**src/rtl/dev_ram_arbiter_if.sv**
```systemverilog
// Purpose: groups the requester-side and RAM-side signals of the device RAM arbiter.
// Latency: none (wiring only).
// Backpressure: none here; requesters see completion only through ack, and the RAM side through ram_ready.
//
// Ports (signals):
//   req_stb/req_we/req_addr/req_wdata  per-requester one-cycle request strobe and its sampled fields
//   ack/rdata                          per-requester completion pulse and shared read data
//   overrun/timeout_err/busy           sticky status flags and FSM activity
//   ram_addr/ram_cs/ram_we/ram_din     single RAM transaction port (ram_cs qualifies the rest)
//   ram_dout/ram_ready                 RAM response
// The "slave" modport is the arbiter's view; "master" is the devices + RAM controller side.
interface dev_ram_arbiter_if #(
    parameter int NREQ   = 4,
    parameter int ADDR_W = 27
);
    logic [NREQ-1:0]             req_stb;
    logic [NREQ-1:0]             req_we;
    logic [NREQ-1:0][ADDR_W-1:0] req_addr;
    logic [NREQ-1:0][7:0]        req_wdata;
    logic [NREQ-1:0]             ack;
    logic [7:0]                  rdata;
    logic [NREQ-1:0]             overrun;
    logic                        timeout_err;
    logic                        busy;
    logic [ADDR_W-1:0]           ram_addr;
    logic                        ram_cs;
    logic                        ram_we;
    logic [7:0]                  ram_din;
    logic [7:0]                  ram_dout;
    logic                        ram_ready;

    modport slave (
        input  req_stb, req_we, req_addr, req_wdata, ram_dout, ram_ready,
        output ack, rdata, overrun, timeout_err, busy, ram_addr, ram_cs, ram_we, ram_din
    );

    modport master (
        output req_stb, req_we, req_addr, req_wdata, ram_dout, ram_ready,
        input  ack, rdata, overrun, timeout_err, busy, ram_addr, ram_cs, ram_we, ram_din
    );
endinterface

```
**src/rtl/dev_ram_arbiter.sv**
```systemverilog
// Purpose: round-robin arbiter sharing one device-side RAM port among NREQ one-shot requesters.
// Latency: strobe in cycle 0 -> ram_cs in cycle 2 -> ack in cycle 4 at the earliest (ram_ready in cycle 3).
// Backpressure: one outstanding request per slot; a strobe on a pending slot is dropped and flagged in overrun.
//
// Ports: clk, reset_n (async, active-low) plus the "slave" modport of dev_ram_arbiter_if.
// All outputs are registered. TIMEOUT bounds the WAIT state; a timed-out transaction
// completes with rdata=0xFF and raises the sticky timeout_err.
module dev_ram_arbiter #(
    parameter int NREQ    = 4,
    parameter int ADDR_W  = 27,
    parameter int TIMEOUT = 255
) (
    input  logic                  clk,
    input  logic                  reset_n,
    dev_ram_arbiter_if.slave      bus
);
    localparam int GW = $clog2(NREQ);

    typedef enum logic [1:0] {
        S_IDLE  = 2'd0,
        S_ISSUE = 2'd1,
        S_WAIT  = 2'd2,
        S_DONE  = 2'd3
    } state_t;

    state_t state, state_nxt;

    // Request slots
    logic [NREQ-1:0]             pend;
    logic [NREQ-1:0]             slot_we;
    logic [NREQ-1:0][ADDR_W-1:0] slot_addr;
    logic [NREQ-1:0][7:0]        slot_wdata;
    logic [NREQ-1:0]             overrun_q;
    logic [NREQ-1:0]             done_vec;

    // Arbitration
    logic [GW-1:0] grant, grant_nxt;
    logic [GW-1:0] last, last_nxt;
    logic [GW-1:0] win_idx;
    logic [GW-1:0] scan_idx;
    logic          win_vld;

    // Registered outputs and their next values
    logic [NREQ-1:0]   ack_q, ack_nxt;
    logic              ram_cs_q, ram_cs_nxt;
    logic              ram_we_q, ram_we_nxt;
    logic [ADDR_W-1:0] ram_addr_q, ram_addr_nxt;
    logic [7:0]        ram_din_q, ram_din_nxt;
    logic [7:0]        rdata_q, rdata_nxt;
    logic              terr_q, terr_nxt;
    logic              busy_q, busy_nxt;
    logic [7:0]        tmo_cnt, cnt_nxt;
    logic              tmo_hit;

    assign tmo_hit = (tmo_cnt == 8'(TIMEOUT));

    // Slot being retired this cycle; a strobe on it is a fresh request, not an overrun.
    assign done_vec = (state == S_DONE) ? (NREQ'(1) << grant) : '0;

    // Round-robin search beginning just after the last winner.
    always_comb begin
        win_vld  = 1'b0;
        win_idx  = '0;
        scan_idx = '0;
        for (int k = 1; k <= NREQ; k++) begin
            scan_idx = GW'((int'(last) + k) % NREQ);
            if (!win_vld && pend[scan_idx]) begin
                win_vld = 1'b1;
                win_idx = scan_idx;
            end
        end
    end

    // Slot registers: set wins over the DONE-cycle clear.
    always_ff @(posedge clk or negedge reset_n) begin
        if (!reset_n) begin
            pend       <= '0;
            slot_we    <= '0;
            slot_addr  <= '0;
            slot_wdata <= '0;
            overrun_q  <= '0;
        end else begin
            for (int i = 0; i < NREQ; i++) begin
                if (bus.req_stb[i]) begin
                    if (!pend[i] || done_vec[i]) begin
                        pend[i]       <= 1'b1;
                        slot_we[i]    <= bus.req_we[i];
                        slot_addr[i]  <= bus.req_addr[i];
                        slot_wdata[i] <= bus.req_wdata[i];
                    end else begin
                        overrun_q[i]  <= 1'b1;
                    end
                end else if (done_vec[i]) begin
                    pend[i] <= 1'b0;
                end
            end
        end
    end

    // FSM state register
    always_ff @(posedge clk or negedge reset_n) begin
        if (!reset_n) state <= S_IDLE;
        else          state <= state_nxt;
    end

    // FSM next state
    always_comb begin
        state_nxt = state;
        case (state)
            S_IDLE:  if (win_vld) state_nxt = S_ISSUE;
            S_ISSUE: state_nxt = S_WAIT;
            S_WAIT:  if (bus.ram_ready || tmo_hit) state_nxt = S_DONE;
            S_DONE:  state_nxt = S_IDLE;
            default: state_nxt = S_IDLE;
        endcase
    end

    // FSM outputs, computed one cycle ahead so every port comes straight from a flop.
    always_comb begin
        ack_nxt      = '0;
        ram_cs_nxt   = 1'b0;
        ram_we_nxt   = ram_we_q;
        ram_addr_nxt = ram_addr_q;
        ram_din_nxt  = ram_din_q;
        rdata_nxt    = rdata_q;
        terr_nxt     = terr_q;
        grant_nxt    = grant;
        last_nxt     = last;
        cnt_nxt      = tmo_cnt;
        busy_nxt     = (state_nxt != S_IDLE);
        case (state)
            S_IDLE: begin
                // Winner slot is pending, so its contents cannot change before ISSUE.
                if (win_vld) begin
                    grant_nxt    = win_idx;
                    last_nxt     = win_idx;
                    ram_cs_nxt   = 1'b1;
                    ram_we_nxt   = slot_we[win_idx];
                    ram_addr_nxt = slot_addr[win_idx];
                    ram_din_nxt  = slot_wdata[win_idx];
                end
            end
            S_ISSUE: cnt_nxt = '0;
            S_WAIT: begin
                if (bus.ram_ready) begin
                    if (!ram_we_q) rdata_nxt = bus.ram_dout;
                    ack_nxt = NREQ'(1) << grant;
                end else if (tmo_hit) begin
                    rdata_nxt = 8'hFF;
                    terr_nxt  = 1'b1;
                    ack_nxt   = NREQ'(1) << grant;
                end else begin
                    cnt_nxt = tmo_cnt + 8'd1;
                end
            end
            default: ;
        endcase
    end

    always_ff @(posedge clk or negedge reset_n) begin
        if (!reset_n) begin
            ack_q      <= '0;
            ram_cs_q   <= 1'b0;
            ram_we_q   <= 1'b0;
            ram_addr_q <= '0;
            ram_din_q  <= '0;
            rdata_q    <= 8'hFF;
            terr_q     <= 1'b0;
            busy_q     <= 1'b0;
            grant      <= '0;
            last       <= GW'(NREQ - 1);
            tmo_cnt    <= '0;
        end else begin
            ack_q      <= ack_nxt;
            ram_cs_q   <= ram_cs_nxt;
            ram_we_q   <= ram_we_nxt;
            ram_addr_q <= ram_addr_nxt;
            ram_din_q  <= ram_din_nxt;
            rdata_q    <= rdata_nxt;
            terr_q     <= terr_nxt;
            busy_q     <= busy_nxt;
            grant      <= grant_nxt;
            last       <= last_nxt;
            tmo_cnt    <= cnt_nxt;
        end
    end

    assign bus.ack         = ack_q;
    assign bus.rdata       = rdata_q;
    assign bus.overrun     = overrun_q;
    assign bus.timeout_err = terr_q;
    assign bus.busy        = busy_q;
    assign bus.ram_addr    = ram_addr_q;
    assign bus.ram_cs      = ram_cs_q;
    assign bus.ram_we      = ram_we_q;
    assign bus.ram_din     = ram_din_q;
endmodule

```
**src/flat_wrapper.sv**
```systemverilog
// flat-port wrapper written by rule: the top's interface ports become plain ports
module dev_ram_arbiter_flat 
#(
    parameter int NREQ    = 4,
    parameter int ADDR_W  = 27,
    parameter int TIMEOUT = 255
)
  (clk, reset_n, bus_req_stb, bus_req_we, bus_req_addr, bus_req_wdata, bus_ram_dout, bus_ram_ready, bus_ack, bus_rdata, bus_overrun, bus_timeout_err, bus_busy, bus_ram_addr, bus_ram_cs, bus_ram_we, bus_ram_din);
  dev_ram_arbiter_if #(.NREQ(NREQ), .ADDR_W(ADDR_W)) bus_i ();
  input  logic clk;
  input  logic reset_n;
  input wire logic [$bits(bus_i.req_stb)-1:0] bus_req_stb;
  input wire logic [$bits(bus_i.req_we)-1:0] bus_req_we;
  input wire logic [$bits(bus_i.req_addr)-1:0] bus_req_addr;
  input wire logic [$bits(bus_i.req_wdata)-1:0] bus_req_wdata;
  input wire logic [$bits(bus_i.ram_dout)-1:0] bus_ram_dout;
  input wire logic [$bits(bus_i.ram_ready)-1:0] bus_ram_ready;
  output wire logic [$bits(bus_i.ack)-1:0] bus_ack;
  output wire logic [$bits(bus_i.rdata)-1:0] bus_rdata;
  output wire logic [$bits(bus_i.overrun)-1:0] bus_overrun;
  output wire logic [$bits(bus_i.timeout_err)-1:0] bus_timeout_err;
  output wire logic [$bits(bus_i.busy)-1:0] bus_busy;
  output wire logic [$bits(bus_i.ram_addr)-1:0] bus_ram_addr;
  output wire logic [$bits(bus_i.ram_cs)-1:0] bus_ram_cs;
  output wire logic [$bits(bus_i.ram_we)-1:0] bus_ram_we;
  output wire logic [$bits(bus_i.ram_din)-1:0] bus_ram_din;
  assign bus_i.req_stb = bus_req_stb;
  assign bus_i.req_we = bus_req_we;
  assign bus_i.req_addr = bus_req_addr;
  assign bus_i.req_wdata = bus_req_wdata;
  assign bus_i.ram_dout = bus_ram_dout;
  assign bus_i.ram_ready = bus_ram_ready;
  assign bus_ack = bus_i.ack;
  assign bus_rdata = bus_i.rdata;
  assign bus_overrun = bus_i.overrun;
  assign bus_timeout_err = bus_i.timeout_err;
  assign bus_busy = bus_i.busy;
  assign bus_ram_addr = bus_i.ram_addr;
  assign bus_ram_cs = bus_i.ram_cs;
  assign bus_ram_we = bus_i.ram_we;
  assign bus_ram_din = bus_i.ram_din;
  dev_ram_arbiter #(.NREQ(NREQ), .ADDR_W(ADDR_W), .TIMEOUT(TIMEOUT)) u_core (.clk(clk), .reset_n(reset_n), .bus(bus_i));
endmodule
```
**config.mk**
```make
export PLATFORM = sky130hd
export DESIGN_NAME = dev_ram_arbiter_flat
export DESIGN_NICKNAME = d
export VERILOG_FILES = /design/src/rtl/dev_ram_arbiter_if.sv /design/src/rtl/dev_ram_arbiter.sv /design/src/flat_wrapper.sv
export SDC_FILE = /design/constraint.sdc
export NUM_CORES = 1
export LEC_CHECK = 0
export BUFFER_PORTS_ARGS = -buffer_cell sky130_fd_sc_hd__buf_4
export CORE_MARGIN = 3
export CORE_UTILIZATION = 60
export CTS_BUF_LIST = sky130_fd_sc_hd__clkbuf_8
export CTS_CLUSTER_SIZE = 16
export DETAILED_ROUTE_END_ITERATION = 6
export PLACE_DENSITY = 0.94
export SLEW_MARGIN = 5
export SYNTH_ARGS = -nofsm -noshare
export SYNTH_HDL_FRONTEND = slang
export SYNTH_SLANG_ARGS = --single-unit
```
**constraint.sdc**
```tcl
create_clock -name clk -period 5.1 [get_ports clk]
set_input_delay 0.255 -clock clk [delete_from_list [all_inputs] [get_ports clk]]
set_output_delay 0.255 -clock clk [all_outputs]
set_load 0.01 [all_outputs]
```
# ---- Yosys cells after proc, flatten, opt, wreduce, memory -nomap -nowiden
# Cells that the tools add are included.
dict set report op_classes {
  div_mod_pow 0
  n_reduce_logical 39
  n_mul 0
  n_bitwise 5
  addsub 5
  n_lt_le_gt_ge 5
  n_eq_ne 11
  shifts 1
  mux 49
}
# cell n
set op_table {}
lappend op_table {{27-bit binary-select mux with 2-bit select} 1}
lappend op_table {{8-bit 2-to-1 mux} 6}
lappend op_table {{27-bit 2-to-1 mux} 1}
lappend op_table {{2-bit AND reduction} 13}
lappend op_table {{1-bit 2-to-1 mux} 23}
lappend op_table {{8-bit binary-select mux with 2-bit select} 1}
lappend op_table {{4-bit 2-to-1 mux} 4}
lappend op_table {{8-bit case mux with 2 select lines} 1}
lappend op_table {{2-bit by 3-bit less-than comparator with 1-bit output (second input constant)} 5}
lappend op_table {{2-bit nonzero test} 7}
lappend op_table {{2-bit 2-to-1 mux} 6}
lappend op_table {{1-bit binary-select mux with 2-bit select} 5}
lappend op_table {{3-bit AND reduction} 3}
lappend op_table {{8-bit by 1-bit adder with 8-bit output (second input constant)} 1}
lappend op_table {{8-bit == test (second input constant)} 1}
lappend op_table {{2-bit by 1-bit != test with 1-bit output (second input constant)} 4}
lappend op_table {{2-bit case mux with 4 select lines} 1}
lappend op_table {{1-bit logical NOT} 7}
lappend op_table {{2-bit != test (second input constant)} 3}
lappend op_table {{1-bit logical OR} 5}
lappend op_table {{1-bit inverter} 5}
lappend op_table {{2-bit by 1-bit adder with 2-bit output (second input constant)} 2}
lappend op_table {{2-bit adder (second input constant)} 2}
lappend op_table {{2-bit == test (second input constant)} 2}
lappend op_table {{4 further kinds} 6}
dict set report totals {
  wordCells 147
  mem_bits_ro 0
  input_bits 159
  out_inout_bits 55
  latchBits 0
  memories 0
  ram_bits 0
  regBits 217
}

# ---- Logic depth before layout (Yosys ltp)
# Gate-level depths: netlist (run 1).
dict set report depth {
  ltp_word 16
  depth_mapped 7
}

# ---- Worst setup path after synthesis (run 1)
# Ideal clock, no wire load.
dict set report synth_timing {
  path_type {reg-to-reg}
  start {register u_core.state[0]}
  end {register u_core.slot_addr[100] in the netlist's numbering}
  path_slack_ps 3375
  t_arrival_ps 1598
  setup_time_ps 128
  stages_incl_launch_ff 8
  required_ps 4972
  synth_period_minus_slack_ps 1725
  cell_sequence {dfrtp_1 -> ha_1 -> nand3_1 -> nand2_1 -> and2_1 -> buf_2 -> buf_2 -> mux2_1}
}
dict set report synth_via {
  elab_chain_len 4
}
# element line_no
set synth_rtl {}
lappend synth_rtl {{start: declaration} dev_ram_arbiter.sv:26} ;# state_t state, state_nxt;
lappend synth_rtl {{start signal: assignment} dev_ram_arbiter.sv:103} ;# else state <= state_nxt;
lappend synth_rtl {{2-bit == test} dev_ram_arbiter.sv:58} ;# assign done_vec = (state == S_DONE) ? (NREQ'(1) << grant) : '0;
lappend synth_rtl {{4-bit 2-to-1 mux} dev_ram_arbiter.sv:58}
lappend synth_rtl {{1-bit logical OR} dev_ram_arbiter.sv:85} ;# if (!pend[i] || done_vec[i]) begin
lappend synth_rtl {{2-bit AND reduction (no source line)} --}
lappend synth_rtl {{end signal: indexed assignment} dev_ram_arbiter.sv:88} ;# slot_addr[i] <= bus.req_addr[i];
lappend synth_rtl {{end: declaration} dev_ram_arbiter.sv:31} ;# logic [NREQ-1:0][ADDR_W-1:0] slot_addr;
# No other way between the ends.
# A chain may end at the register's enable or synchronous reset.

# ---- Final worst setup path (run 1)
dict set report layout_timing {
  start {register u_core.pend[3]}
  end {register u_core.ram_addr_q[10] (netlist: u_core.bus.ram_addr[10])}
}
dict set report layout_via {
  elab_chain_len 14
  word_cells_on_any_way 25
  classes_between {mux (18); reduce/logical (7)}
}
# element line_no
set layout_rtl {}
lappend layout_rtl {{start: declaration} dev_ram_arbiter.sv:29} ;# logic [NREQ-1:0] pend;
lappend layout_rtl {{start signal: assignment} dev_ram_arbiter.sv:77} ;# pend <= '0;
lappend layout_rtl {{start signal: indexed assignment} dev_ram_arbiter.sv:86} ;# pend[i] <= 1'b1;
lappend layout_rtl {{start signal: indexed assignment} dev_ram_arbiter.sv:94} ;# pend[i] <= 1'b0;
lappend layout_rtl {{1-bit binary-select mux with 2-bit select} dev_ram_arbiter.sv:67} ;# if (!win_vld && pend[scan_idx]) begin
lappend layout_rtl {{1-bit 2-to-1 mux (implied by the code)} dev_ram_arbiter.sv:67}
lappend layout_rtl {{1-bit 2-to-1 mux} dev_ram_arbiter.sv:67}
lappend layout_rtl {{1-bit logical NOT} dev_ram_arbiter.sv:67}
lappend layout_rtl {{1-bit logical AND} dev_ram_arbiter.sv:67}
lappend layout_rtl {{1-bit 2-to-1 mux} dev_ram_arbiter.sv:67}
lappend layout_rtl {{1-bit logical NOT} dev_ram_arbiter.sv:67}
lappend layout_rtl {{1-bit logical AND} dev_ram_arbiter.sv:67}
lappend layout_rtl {{1-bit 2-to-1 mux} dev_ram_arbiter.sv:67}
lappend layout_rtl {{1-bit logical NOT} dev_ram_arbiter.sv:67}
lappend layout_rtl {{1-bit logical AND} dev_ram_arbiter.sv:67}
lappend layout_rtl {{2-bit 2-to-1 mux} dev_ram_arbiter.sv:67}
lappend layout_rtl {{27-bit binary-select mux with 2-bit select} dev_ram_arbiter.sv:139} ;# ram_addr_nxt = slot_addr[win_idx];
lappend layout_rtl {{27-bit 2-to-1 mux (implied by the code)} dev_ram_arbiter.sv:139}
lappend layout_rtl {{end signal: assignment} dev_ram_arbiter.sv:177} ;# ram_addr_q <= ram_addr_nxt;
lappend layout_rtl {{end: declaration} dev_ram_arbiter.sv:47} ;# logic [ADDR_W-1:0] ram_addr_q, ram_addr_nxt;
# Several ways; a longest one is shown, not always the timed one. The select of a mux whose other input is x is not followed.

==> results of run 1 <==
stage by stage:
| step | area (sq um) | utilization [%] | hold slack, ns |
|---|---|---|---|
| after floorplan | 9280 | - | -0.0406 |
| after global placement | 10900 | 73.5 | 0.431 |
| after detailed placement | 10900 | 73.5 | 0.435 |
| after CTS | 13100 | 88.6 | 0.00955 |
| after global routing | 13100 | 88.7 | 0.0479 |
| final | 13100 | 88.7 | 0.0281 |
worst register-to-register path: stages (launching register included):
cell and delay [ns]:
dfrtp_1 0.45, nor2_1 0.17, nand2_1 0.11, nand2_2 0.64, inv_2 0.18, nand2_1 0.61
buf_4 0.41, o221ai_1 0.22
repair_timing:
action | 4_1_cts | 5_1_grt
setup buffers | 0 | 0
hold buffers | 156 | 0
hold endpoints to repair | 271 | 0
cell families after synthesis:
| kind of cell | after synthesis |
|---|---|
| flip-flops | 217 |
| multiplexers | 216 |
| AND/OR/NAND/NOR | 113 |
| AO/OA/AOI/OAI | 69 |
| buffers and inverters | 44 |
| XOR/XNOR | 6 |
| adder cells (fa/ha/maj) | 6 |
synth_stat cells (8+ instances only):
library cell  count  area, sq um
dfrtp_1         207         5180
o21ai_0           8         40.0
mux2_1          105         1180
a21oi_1           8         40.0
dfstp_2          10          263
buf_2            13         65.1
clkbuf_1         10         37.5
mux2i_1          72          721
nand2b_1          9         56.3
nand2_1          57          214
nor2b_1          11         68.8
nor2_1           14         52.6
buf_4             9         67.6
o221ai_1         37          324
mux2_2           39          439
state kept, by name (all words and copies together), names as in the netlist:
register and cells:
u_core.bus.rdata 8, u_core.grant 2, u_core.slot_addr 108, u_core.slot_wdata 32, u_core.bus.ram_we 1, u_core.tmo_cnt 8, u_core.bus.ack 4, u_core.bus.busy 1
u_core.bus.ram_addr 27, u_core.pend 4, u_core.state 2, u_core.bus.ram_cs 1, u_core.bus.ram_din 8, u_core.last 2, u_core.bus.overrun 4, u_core.bus.timeout_err 1
u_core.slot_we 4
how the worst min path moves through the flow:
stage,startpoint,end,slack (ns),cells after the start
6_report,bus_ram_dout[2],u_core.bus.rdata[2],0.03,3
5_1_grt,bus_ram_dout[2],u_core.bus.rdata[2],0.05,3
4_1_cts,bus_ram_dout[2],u_core.bus.rdata[2],0.01,3
3_5_place_dp,reset_n,u_core.slot_addr[88],0.44,1
3_3_place_gp,reset_n,u_core.slot_addr[61],0.43,1
2_1_floorplan,reset_n,u_core.bus.ack[0],-0.04,0
routing by layer:
| metal | GRT usage [%] | part of all wire (%) |
|---|---|---|
| met1 | 40.3 | 35 |
| met2 | 62.8 | 52 |
| met3 | 7.90 | 7.0 |
| met4 | 22.6 | 5.9 |
| met5 | 0 | 0 |
cell usage in the layout, fill, tap and decap left out, drive strengths merged:
master,Yosys,final
and3,1,1
mux2i,72,72
and2,3,3
nor3,4,4
o221ai,37,37
or2,2,2
o21ai,14,14
dfstp,10,10
a21oi,8,8
dlygate4sd3,0,156
ha,6,6
clkbuf,10,45
a31o,4,4
a21o,1,1
mux2,144,144
nand3,7,7
a22oi,1,1
nor3b,2,2
nand4,1,1
a21boi,1,1
nand3b,2,2
dfrtp,207,207
nor2b,11,11
nor2,14,14
buf,29,218
inv,5,18
clkinv,0,4
diode,0,5
nand2,57,57
a211oi,2,2
nand2b,9,9
o211ai,1,1
xnor2,6,6
power by group through the flow:
stage | combinational [W] | clock, W | sequential [W]
3_3_place_gp | 0.00256 | 0 | 0.00300
5_1_grt | 0.00317 | 0.00157 | 0.00318
3_5_place_dp | 0.00269 | 0 | 0.00304
6_report | 0.00297 | 0.00148 | 0.00313
2_1_floorplan | 0.00201 | 0 | 0.00295
4_1_cts | 0.00282 | 0.00146 | 0.00302
layout make-up:
cell class                      count  area (sq um)
Sequential cell                   217          5440
Clock inverter                     17          68.8
Tap cell                          184           230
Timing Repair Buffer              375          3220
Fill cell                         579          1680
Antenna cell                        5          12.5
Inverter                            5          18.8
Multi-Input combinational cell    410          3530
Clock buffer                       44           606
==> results.ini, run 1 <==
[outcome]
status = finished, final reports clean

[final_layout]
fin_cells = 1257
drive_gt1_share_pct = 30.7
area_delta_synth_final_pct = 41.6
final_nets = 1209

[sta]
setup_viol = 0
clock_skew_ns = 0.0339
finalWorstSetupSlack_ns = 2.15
rsz0062_at_grt = false
tightest_slew_ns = 1.14
hold_viol = 0
drv_slew = 0
tns_ns = 0
period_minus_slack_ns = 2.95
slew_headroom_pct = 23.9
timing.fmax_ghz = 0.339
timing.final.crit_share_pct = 57.9

[yosys]
async_flop_share_pct = 100
synth_nets = 836
synth_xor_area_share_pct = 0.566
syn_avg_cell_area_sq_um = 13.8
synth_area_sq_um = 9280
yosysSeqAreaShare_pct = 58.7
ys.flop_type = dfrtp_1
synth_compound_area_share_pct = 5.58
synthMuxAreaShare_pct = 25.2
synth_top_family_by_area = multiplexers
synth-simple-area-share_pct = 5.66
synth_warnings = 0
synthAdderAreaFrac_pct = 0.809
ys_types = 38
synth_edf_count = 0
synthCells = 671
synth-seq-cells = 217

[die]
num_rows = 44
initial_core_util_pct = 62.6
core_area_sq_um = 14800
io-pin-count = 214
die_x_microns = 130
die_area_sq_um = 17000
die_h_microns = 130

[grt]
grt_pass1_wl_mm = 46.0
grt_max_degree = 115
grt_antenna_before_repair = 5
grt_use_total_pct = 36.1
grt_pass1_vias = 8300
grt.overflow.total = 0

[critical_path]
max_stage_delay_ns = 0.64
r2r_end = u_core.bus.ram_addr[10]
crit_buf_inv = 2
path_cells = nor2_1, nand2_1, nand2_2, inv_2, nand2_1, buf_4, o221ai_1
crit_required_ns = 5.46
worst_path_most_repeated_cell = nand2_1
crit_family = simple AND/OR/NAND/NOR gates
cp_max_fo = 39
worstSetupStartpointType = register
worstPathArrival_ns = 3.31
end_kind = register
slowest_stage = nand2_2
r2r_cells = 7
crit_end = u_core.bus.ram_addr[10]
reg2reg_from = u_core.pend[3]
criticalPathCategory = reg -> reg
crit_cells = 7
timing.reg2reg.setup_slack_ns = 2.15
cp-startpoint = u_core.pend[3]

[power]
swShare_pct = 37.2
vdd_drop_max_uv = 470
p_clk_share_pct = 19.6
seq_power_share_pct = 41.2
p_sw_w = 0.00282
p_total_w = 0.00758
p_comb_share_pct = 39.2
p_per_area_nw_per_um2 = 578
cellLeakagePower_nw = 6.30
intPower_w = 0.00476

[cts]
htreeDepth = 2
clk_pin_slew_ns = 0.07
clockBufferDepth = 3
cts_root_buf = clkbuf_8
cts_sinks = 217
worstSkewPairLatency_ns = 0.53
cts_made_buffers = 35
cts_tree = built
cts_resized = 0

[route]
antenna_left = 0
dr.pass1.iters = 5
wl_per_cell_microns = 24.3
dr.first_iter.drc_count = 590
drc_errors = 0
wl_mm = 30.5
via_count = 7494
drt-vias-per-instance = 5.96

[placed_design]
post-place-cells = 1035
io_buffers = 213
place_ws_ns = 2.27
gp_congestion = 0.777
hpwl_mm = 14.8

[run]
cap_violations = 0

[min_path]
min_path_type = in -> reg

No activity file was read; power rests on OpenSTA's default activity.
==> inputs of run 2 (changes only) <==
--- a/config.mk
+++ b/config.mk
@@ -7,11 +7,11 @@
 export LEC_CHECK = 0
 export BUFFER_PORTS_ARGS = -buffer_cell sky130_fd_sc_hd__buf_4
 export CORE_MARGIN = 3
-export CORE_UTILIZATION = 60
+export CORE_UTILIZATION = 56
 export CTS_BUF_LIST = sky130_fd_sc_hd__clkbuf_8
 export CTS_CLUSTER_SIZE = 16
 export DETAILED_ROUTE_END_ITERATION = 6
-export PLACE_DENSITY = 0.94
+export PLACE_DENSITY = 0.88
 export SLEW_MARGIN = 5
 export SYNTH_ARGS = -nofsm -noshare
 export SYNTH_HDL_FRONTEND = slang
==> constraint.sdc (replaced) <==
create_clock -name clk -period 2.9 [get_ports clk]
set_input_delay 0.145 -clock clk [delete_from_list [all_inputs] [get_ports clk]]
set_output_delay 0.145 -clock clk [all_outputs]
set_load 0.01 [all_outputs]
==> results.ini, run 2 (synthesis results as in run 1) <==
[critical_path]
worstSetupStartpointType = register
max_stage_delay_ns = 0.54
slowest_stage = dfstp_2
criticalPathCategory = reg -> reg
worstPathArrival_ns = 2.59
cp_max_fo = 26
path_cells = nand2b_1, a21oi_1, nor3_4, buf_4, mux2i_1, o221ai_1
end_kind = register
crit_required_ns = 3.25
r2r_cells = 6

[sta]
tightest_slew_ns = 0.919
hold_viol = 0
period_minus_slack_ns = 2.24
slew_headroom_pct = 38.3
drv_slew = 0
rsz0062_at_grt = false
clock_skew_ns = 0.0264
tns_ns = 0
finalWorstSetupSlack_ns = 0.660
setup_viol = 0
timing.final.crit_share_pct = 77.3
timing.fmax_ghz = 0.446

[cts]
clk_pin_slew_ns = 0.07
cts_sinks = 217
worstSkewPairLatency_ns = 0.52
clockBufferDepth = 3
cts_root_buf = clkbuf_8
post_cts_buffers = 0
htreeDepth = 2
cts_made_buffers = 36
cts_tree = built

[route]
antenna_left = 0
wl_mm = 28.1
dr.pass1.iters = 6
drc_errors = 0
wl_met1_mm = 10.5
wl_met3_mm = 1.59
top_layer = met4
via_count = 7213
drt-vias-per-instance = 5.55
dr.first_iter.drc_count = 464
wl_met2_mm = 14.9
wl_per_cell_microns = 21.6

[min_path]
whs_path_depth = 3
min_path_type = in -> reg

[die]
num_rows = 46
die_x_microns = 135
die_h_microns = 135
die_area_sq_um = 18100
core_area_sq_um = 16100
io-pin-count = 214
initial_core_util_pct = 57.8

[final_layout]
final_nets = 1225
largest_reg_flops = 108
top_register = u_core.slot_addr
final_common_cell = buf_4
final_cell_mix = buf_4 (216), dfrtp_1 (207), dlygate4sd3_1 (165)
post-route-util_pct = 83.5
area_delta_synth_final_pct = 44.5
drive_gt1_share_pct = 31.0
fin_cells = 1299

[grt]
grt_use_total_pct = 31.2
grt_pass1_wl_mm = 43.8
grt_pass1_vias = 8161
grt.overflow.total = 0
grt_max_degree = 79
grt_antenna_before_repair = 2

[power]
vdd_drop_max_uv = 582
p_per_area_nw_per_um2 = 993
p_total_w = 0.0133
cellLeakagePower_nw = 6.39

[placed_design]
place_ws_ns = 0.770
gp_congestion = 0.780
post-place-cells = 1073
hpwl_mm = 15.0
io_buffers = 213

[outcome]
status = finished, final reports clean

[run]
cap_violations = 0

run 2: layout make-up:
class,count,area [sq um]
well taps,216,270
clock buffers,46,633
clock inverters,13,57.6
repair buffers,390,3450
fillers,779,2660
diodes,2,5.00
multi-input cells,410,3530
flip-flops and latches,217,5440
inverters,5,18.8
run 2: path summary, 6_finish.rpt:
kind	from	end	slack (ns)
setup / recovery	u_core.last[0]	u_core.bus.ram_addr[10]	0.66
hold / removal	bus_ram_ready	u_core.bus.timeout_err	0.06
setup reg to reg	u_core.last[0]	u_core.bus.ram_addr[10]	0.66
hold reg to reg	u_core.bus.timeout_err	u_core.bus.timeout_err	0.47
max in group asynchronous	reset_n	u_core.last[1]	1.82
min in group asynchronous	reset_n	u_core.tmo_cnt[1]	0.25
run 2: worst max-delay path: cells and delay by family (launching register included):
kind | cells | cell delay [ns]
AO/OA/AOI/OAI | 2 | 0.32
buffers and inverters | 1 | 0.47
flip-flops | 1 | 0.54
multiplexers | 1 | 0.35
AND/OR/NAND/NOR | 2 | 0.38
run 2: metrics by stage:
step,instance area [sq um],hold WS (ns)
3_5_place_dp,11100,0.222
5_1_grt,13400,0.0549
6_report,13400,0.0642
2_1_floorplan,9280,-0.151
3_3_place_gp,11100,0.220
4_1_cts,13400,0.0313
run 2: power by group:
group          internal, W  total [W]  switching (W)
clock              0.00141    0.00264        0.00122
sequential         0.00449    0.00542       0.000929
combinational      0.00260    0.00525        0.00265
run 2: timing repair:
| item | 4_1_cts | 5_1_grt |
|---|---|---|
| gates resized for setup | 0 | 0 |
| hold endpoints to repair | 228 | 0 |
| hold buffers | 165 | 0 |
run 2: routing by layer:
layer,GRT usage (%),vias to the layer above
met5,0,-
met4,13.9,0
met3,5.74,90
met2,57.1,331
met1,35.6,3611
li1,-,3181
